[src/rtl/seg7_pkg.sv]
// Shared constants for the 7-segment capture block.
// Segment patterns are active-low, bit6 = a ... bit0 = g.
package seg7_pkg;

  localparam logic [6:0] SEG_0     = 7'b0000001;
  localparam logic [6:0] SEG_1     = 7'b1001111;
  localparam logic [6:0] SEG_2     = 7'b0010010;
  localparam logic [6:0] SEG_3     = 7'b0000110;
  localparam logic [6:0] SEG_4     = 7'b1001100;
  localparam logic [6:0] SEG_5     = 7'b0100100;
  localparam logic [6:0] SEG_6     = 7'b0100000;
  localparam logic [6:0] SEG_7     = 7'b0001111;
  localparam logic [6:0] SEG_8     = 7'b0000000;
  localparam logic [6:0] SEG_9     = 7'b0001100;
  localparam logic [6:0] SEG_A     = 7'b0001000;
  localparam logic [6:0] SEG_B     = 7'b1100000;
  localparam logic [6:0] SEG_C     = 7'b0110001;
  localparam logic [6:0] SEG_D     = 7'b1000010;
  localparam logic [6:0] SEG_E     = 7'b0110000;
  localparam logic [6:0] SEG_F     = 7'b0111000;
  localparam logic [6:0] SEG_BLANK = 7'b1111111;

  typedef enum logic {
    COLLECT = 1'b0,
    PRESENT = 1'b1
  } frame_state_t;

endpackage

[src/rtl/seg7_decode.sv]
// Pattern to hex decoder: pat (7b, active-low a..g) in;
// val (4b), blank (all segments off), err (unknown) out.
module seg7_decode
  import seg7_pkg::*;
(
  input  logic [6:0] pat,
  output logic [3:0] val,
  output logic       blank,
  output logic       err
);

  always_comb begin
    val   = 4'h0;
    blank = 1'b0;
    err   = 1'b0;
    unique case (pat)
      SEG_0:     val = 4'h0;
      SEG_1:     val = 4'h1;
      SEG_2:     val = 4'h2;
      SEG_3:     val = 4'h3;
      SEG_4:     val = 4'h4;
      SEG_5:     val = 4'h5;
      SEG_6:     val = 4'h6;
      SEG_7:     val = 4'h7;
      SEG_8:     val = 4'h8;
      SEG_9:     val = 4'h9;
      SEG_A:     val = 4'hA;
      SEG_B:     val = 4'hB;
      SEG_C:     val = 4'hC;
      SEG_D:     val = 4'hD;
      SEG_E:     val = 4'hE;
      SEG_F:     val = 4'hF;
      SEG_BLANK: blank = 1'b1;
      default:   err = 1'b1;
    endcase
  end

endmodule

[src/rtl/seg7_capture.sv]
// Recovers hex digits from a multiplexed active-low 7-seg bus.
// In: clk, rst, seg_in, an_in, frame_ready. Out: frame_* bundle, an_err.
module seg7_capture
  import seg7_pkg::*;
#(
  parameter int NDIG          = 4,
  parameter int STABLE_CYCLES = 4
) (
  input  logic              clk,
  input  logic              rst,
  input  logic [6:0]        seg_in,
  input  logic [NDIG-1:0]   an_in,
  input  logic              frame_ready,
  output logic              frame_valid,
  output logic [4*NDIG-1:0] frame_digits,
  output logic [NDIG-1:0]   frame_blank,
  output logic [NDIG-1:0]   frame_err,
  output logic              an_err
);

  localparam logic [7:0] CMAX = 8'(STABLE_CYCLES);
  localparam logic [7:0] CACC = 8'(STABLE_CYCLES - 1);
  localparam logic [NDIG-1:0] ONE  = 1;
  localparam logic [NDIG-1:0] ALL  = '1;

  logic [6:0]        s_seg, p_seg;
  logic [NDIG-1:0]   s_an, p_an;
  logic [7:0]        cnt, cnt_nx;
  logic [4*NDIG-1:0] live_dig;
  logic [NDIG-1:0]   live_blank, live_err;
  logic [NDIG-1:0]   seen, low, set_mask;
  logic              same, accept, multi, one;
  logic              snap;
  logic [3:0]        d_val;
  logic              d_blank, d_err;
  frame_state_t      state;

  seg7_decode u_dec (
    .pat   (s_seg),
    .val   (d_val),
    .blank (d_blank),
    .err   (d_err)
  );

  assign same   = ({s_seg, s_an} == {p_seg, p_an});
  assign cnt_nx = !same ? 8'd0 :
                  (cnt == CMAX) ? CMAX : cnt + 8'd1;
  // Saturation keeps cnt past CACC, so this fires once per run.
  assign accept = same && (cnt_nx == CACC);

  assign low   = ~s_an;
  assign multi = |(low & (low - ONE));
  assign one   = (|low) && !multi;

  assign set_mask = (accept && one) ? low : '0;
  assign snap     = (state == COLLECT) && (seen == ALL);

  always_ff @(posedge clk) begin
    if (rst) begin
      s_seg        <= SEG_BLANK;
      s_an         <= ALL;
      p_seg        <= SEG_BLANK;
      p_an         <= ALL;
      cnt          <= 8'd0;
      seen         <= '0;
      live_dig     <= '0;
      live_blank   <= '0;
      live_err     <= '0;
      frame_valid  <= 1'b0;
      frame_digits <= '0;
      frame_blank  <= '0;
      frame_err    <= '0;
      an_err       <= 1'b0;
      state        <= COLLECT;
    end else begin
      s_seg  <= seg_in;
      s_an   <= an_in;
      p_seg  <= s_seg;
      p_an   <= s_an;
      cnt    <= cnt_nx;
      an_err <= accept && multi;
      // A new accept survives the snapshot clear.
      seen   <= (snap ? '0 : seen) | set_mask;
      for (int i = 0; i < NDIG; i++) begin
        if (set_mask[i]) begin
          live_dig[4*i +: 4] <= d_val;
          live_blank[i]      <= d_blank;
          live_err[i]        <= d_err;
        end
      end
      unique case (state)
        COLLECT: begin
          if (snap) begin
            frame_digits <= live_dig;
            frame_blank  <= live_blank;
            frame_err    <= live_err;
            frame_valid  <= 1'b1;
            state        <= PRESENT;
          end
        end
        PRESENT: begin
          if (frame_valid && frame_ready) begin
            frame_valid <= 1'b0;
            state       <= COLLECT;
          end
        end
        default: state <= COLLECT;
      endcase
    end
  end

endmodule
[config.mk]
export PLATFORM = sky130hd
export DESIGN_NAME = seg7_capture
export DESIGN_NICKNAME = d
export VERILOG_FILES = /design/src/rtl/seg7_pkg.sv /design/src/rtl/seg7_decode.sv /design/src/rtl/seg7_capture.sv
export SDC_FILE = /design/constraint.sdc
export NUM_CORES = 1
export LEC_CHECK = 0
export CAP_MARGIN = 20
export CORE_MARGIN = 8
export CORE_UTILIZATION = 50
export CTS_CLUSTER_SIZE = 30
export DETAILED_ROUTE_END_ITERATION = 8
export HOLD_SLACK_MARGIN = 0.12
export PLACE_DENSITY = 0.83
export RECOVER_POWER = 50
export SETUP_SLACK_MARGIN = 0.5
export SLEW_MARGIN = 20
export SYNTH_ARGS = -nofsm -noshare
export SYNTH_HDL_FRONTEND = slang
export SYNTH_HIERARCHICAL = 1
export SYNTH_SLANG_ARGS = --single-unit
export TNS_END_PERCENT = 5
[constraint.sdc]
create_clock -name clk -period 1.65 [get_ports clk]
set_input_delay 0.33 -clock clk [delete_from_list [all_inputs] [get_ports clk]]
set_output_delay 0.33 -clock clk [all_outputs]
set_load 0.01 [all_outputs]
==> metrics.txt <==
crit end category register; vias per cell roughly 5.3; clock power share 0.431; CP Launch Type register; Netlist cell types between 50 and 60; Initial Utilization 0.5166; CP max stage cell dfxtp_4; EDFF count, synth 0; FF-to-FF path depth 6; gr ovfl total 0; P&R area growth vs syn 34.61%; root buf cell clkbuf_8; total track usage 0.1653; Filler cells between 500 and 600; failing checks setup timing; largest net degree at the start of global routing 38; placed wire-length estimate roughly 5.5 mm; Reg2Reg Launch Point cnt[0]; NetSw 962.8 uW; # diodes 0; Max VDD drop roughly 0.60 mV; depth of the CTS H-tree 3; hold crit path type input pin to register; Fin Clk Skew ~0.014 ns; period utilization 1.085; fin nets ~480; Rows 31; RSZ-0062 raised after global routing true; Slew @ Worst Pin approximately 0.60 ns; via count a little over 3000; CTS Buffer Depth 2; number of top-level pins 40; status finished, violations left; number of synthesized register bits 85; final cell count without fillers around 570; Mapped Cells ~400; Sw Ratio 0.2271; Flop pwr share 0.497; Mapped Area between 3000 and 4000 um^2; Crit path required time between 1.5 and 2 ns; fin worst setup slack -0.1407 ns; first-pass GRT wire length between 10 and 15 mm; internal power between 3 and 4 mW; DRC viols 0; setup violators final 28; Crit Path Category register to register; Post-Syn Area per Cell around 9.4 um^2; maximum clock rate 558.4 MHz; ANT nets after route 0; port bufs 39; share of cells above drive strength 1 0.3890; Arr. time, crit path ~2 ns; Crit path largest cell delay between 0.3 and 0.4 ns; post-cts hold buffer count 0; hold path depth 2; CP cell instances ha_4 > a311o_1 > o21ai_1 > a41o_2 > nand4b_4 > mux2i_2; vias in the first global route between 2000 and 3000; # clock sinks 85; fin util 0.6954; Post-Route WL about 8.4 mm; Iter 0 DRT Violations 192; Skew-Pair Late Insertion Delay roughly 0.37 ns; critical-path maximum fanout 7; syn nets 417; Setup crit start cnt[0]; CTS Buf Count 9; Final Critical Period roughly 1.8 ns; gpl congestion 0.8508; Worst-path clk slew approximately 0.10 ns; DRT Pass-1 Iters 6; ys flop type dfxtp_1; total placed instance area about 4600 um^2; post-route cell area roughly 5100 um^2; MaxCap Viol Count 0; Die ar. about 11000 um^2; Die X just over 100 um; hold path startpoint rst; Seq/Total Area, Yosys 0.4517; initial antenna violation count 0; Worst slew margin 0.5925; final-report hold violation count 0; Placed Instances 550; Die Span Y between 100 and 150 um; Final Max Tran Viols 0; CTS tree built; power per cell area about 840 nW/um^2; core area about 7300 um^2; Gate power share 0.072; WL/cell between 10 and 15 um; leakage power roughly 2.0 nW; Post-synth ARST share 0; Syn. warnings 6
-- metal layers --
metal / track usage / routed length, um / share of wire
met1: 0.1919 / 3646 / 0.44
met2: 0.2762 / 4094 / 0.49
met3: 0.04051 / 421 / 0.050
met4: 0.08676 / 219 / 0.026
met5: 0 / 0 / 0
-- power groups by stage --
stage               clock network (mW)  logic (mW)  registers [mW]
detailed placement                   0       0.271            2.16
global route                      1.95       0.330            2.11
CTS                               1.85       0.290            2.11
floorplan                            0       0.184            2.14
finish                            1.83       0.307            2.11
global placement                     0       0.265            2.15
-- cells in the final DEF, fill, tap and decap left out, types with 3 or more instances in the layout --
cell type,Yosys,routed
clkbuf_8,0,9
buf_12,0,6
xor2_1,5,5
nor3_2,1,4
nand3_4,1,3
nor2_1,11,11
nand2_1,65,65
buf_6,3,30
dfxtp_2,0,32
or2_2,24,24
xnor2_1,15,9
nand3_1,3,3
nand4_1,4,4
clkdlybuf4s50_1,0,12
inv_1,5,4
buf_4,6,30
bufinv_16,0,3
dfxtp_1,85,48
mux2i_1,24,23
and3_1,4,4
a21oi_1,34,34
nor3_1,8,5
nand2b_1,33,33
o21ai_1,4,3
dfxtp_4,0,5
xnor2_2,0,5
-- worst paths after layout --
path                     end  slack [ns]
max reg2reg     live_dig[14]       -0.14
min          frame_digits[4]        0.41
max             live_dig[14]       -0.14
min reg2reg  frame_digits[5]        0.44
-- layout make-up --
type | instances | area [um^2] | share of cell area
multi-input combinational | 287 | 2100 | 0.4140
inverter | 5 | 21.27 | 0.004194
tap | 99 | 123.9 | 0.02443
clock buffer | 9 | 123.9 | 0.02443
clock inverter | 7 | 128.9 | 0.02541
sequential | 85 | 1760 | 0.3472
timing repair buffer | 80 | 813.3 | 0.1604
-- synth_stat cells, types with 3 or more instances --
| cell type | n | area (um^2) |
|---|---|---|
| buf_6 | 3 | 33.78 |
| xnor2_1 | 15 | 131.4 |
| clkbuf_1 | 14 | 52.55 |
| and3_1 | 4 | 25.02 |
| nor3_1 | 8 | 40.04 |
| dfxtp_1 | 85 | 1702 |
| o21ai_1 | 4 | 20.02 |
| a21oi_1 | 34 | 170.2 |
| nand2_1 | 65 | 244.0 |
| nand3_1 | 3 | 15.01 |
| nand2b_1 | 33 | 206.5 |
| nand4_1 | 4 | 25.02 |
| xor2_1 | 5 | 43.79 |
| mux2i_1 | 24 | 240.2 |
| or2_2 | 24 | 150.1 |
| buf_4 | 6 | 45.04 |
| inv_1 | 5 | 18.77 |
| nor2_1 | 11 | 41.29 |
-- critical path, delay by kind of cell (launching register included) --
kind	cells	cell delay (ns)
adder cells (fa/ha/maj)	1	0.19
multiplexers	1	0.22
AO/OA/AOI/OAI	3	0.66
AND/OR/NAND/NOR	1	0.23
flip-flops	1	0.37
-- what timing repair did --
action | CTS | global route
setup buffers | 5 | 1
pin swaps | 10 | 5
gates resized for setup | 174 | 19
setup endpoints to repair | 89 | 89
-- sequential cells by signal (all words and copies together) (netlist names) --
signal / count
seen: 4
s_an: 4
s_seg: 7
frame_digits: 16
p_seg: 7
live_dig: 16
p_an: 4
live_err: 4
state: 1
live_blank: 4
frame_err: 4
an_err: 1
frame_blank: 4
cnt: 8
frame_valid: 1
-- per-stage QoR --
step           setup slack (ns)  setup TNS (ns)  power [mW]  hold WS, ns
3_3_place_gp            -0.1126          -1.085       2.418       0.4402
2_1_floorplan           0.02270               0       2.327       0.4323
4_1_cts                 -0.1129          -1.779       4.245       0.4040
5_1_grt                 -0.2259          -4.358       4.390       0.4458
6_report                -0.1407          -2.038       4.240       0.4149
3_5_place_dp            -0.1676          -2.098       2.427       0.4459
-- cell families (layout without fill, tap and decap cells) --
family / count (synthesis) / in the layout / share of synthesized area
buffers and inverters: 29 / 101 / 0.04118
and+or+nand+nor: 180 / 180 / 0.2813
DFF: 85 / 85 / 0.4517
xor gates and xnor gates: 20 / 20 / 0.04650
muxes: 24 / 24 / 0.06377
adders and majority gates: 3 / 3 / 0.009298
AOI/OAI and AO/OA: 60 / 60 / 0.1063
(Power assumes the default switching activity.)
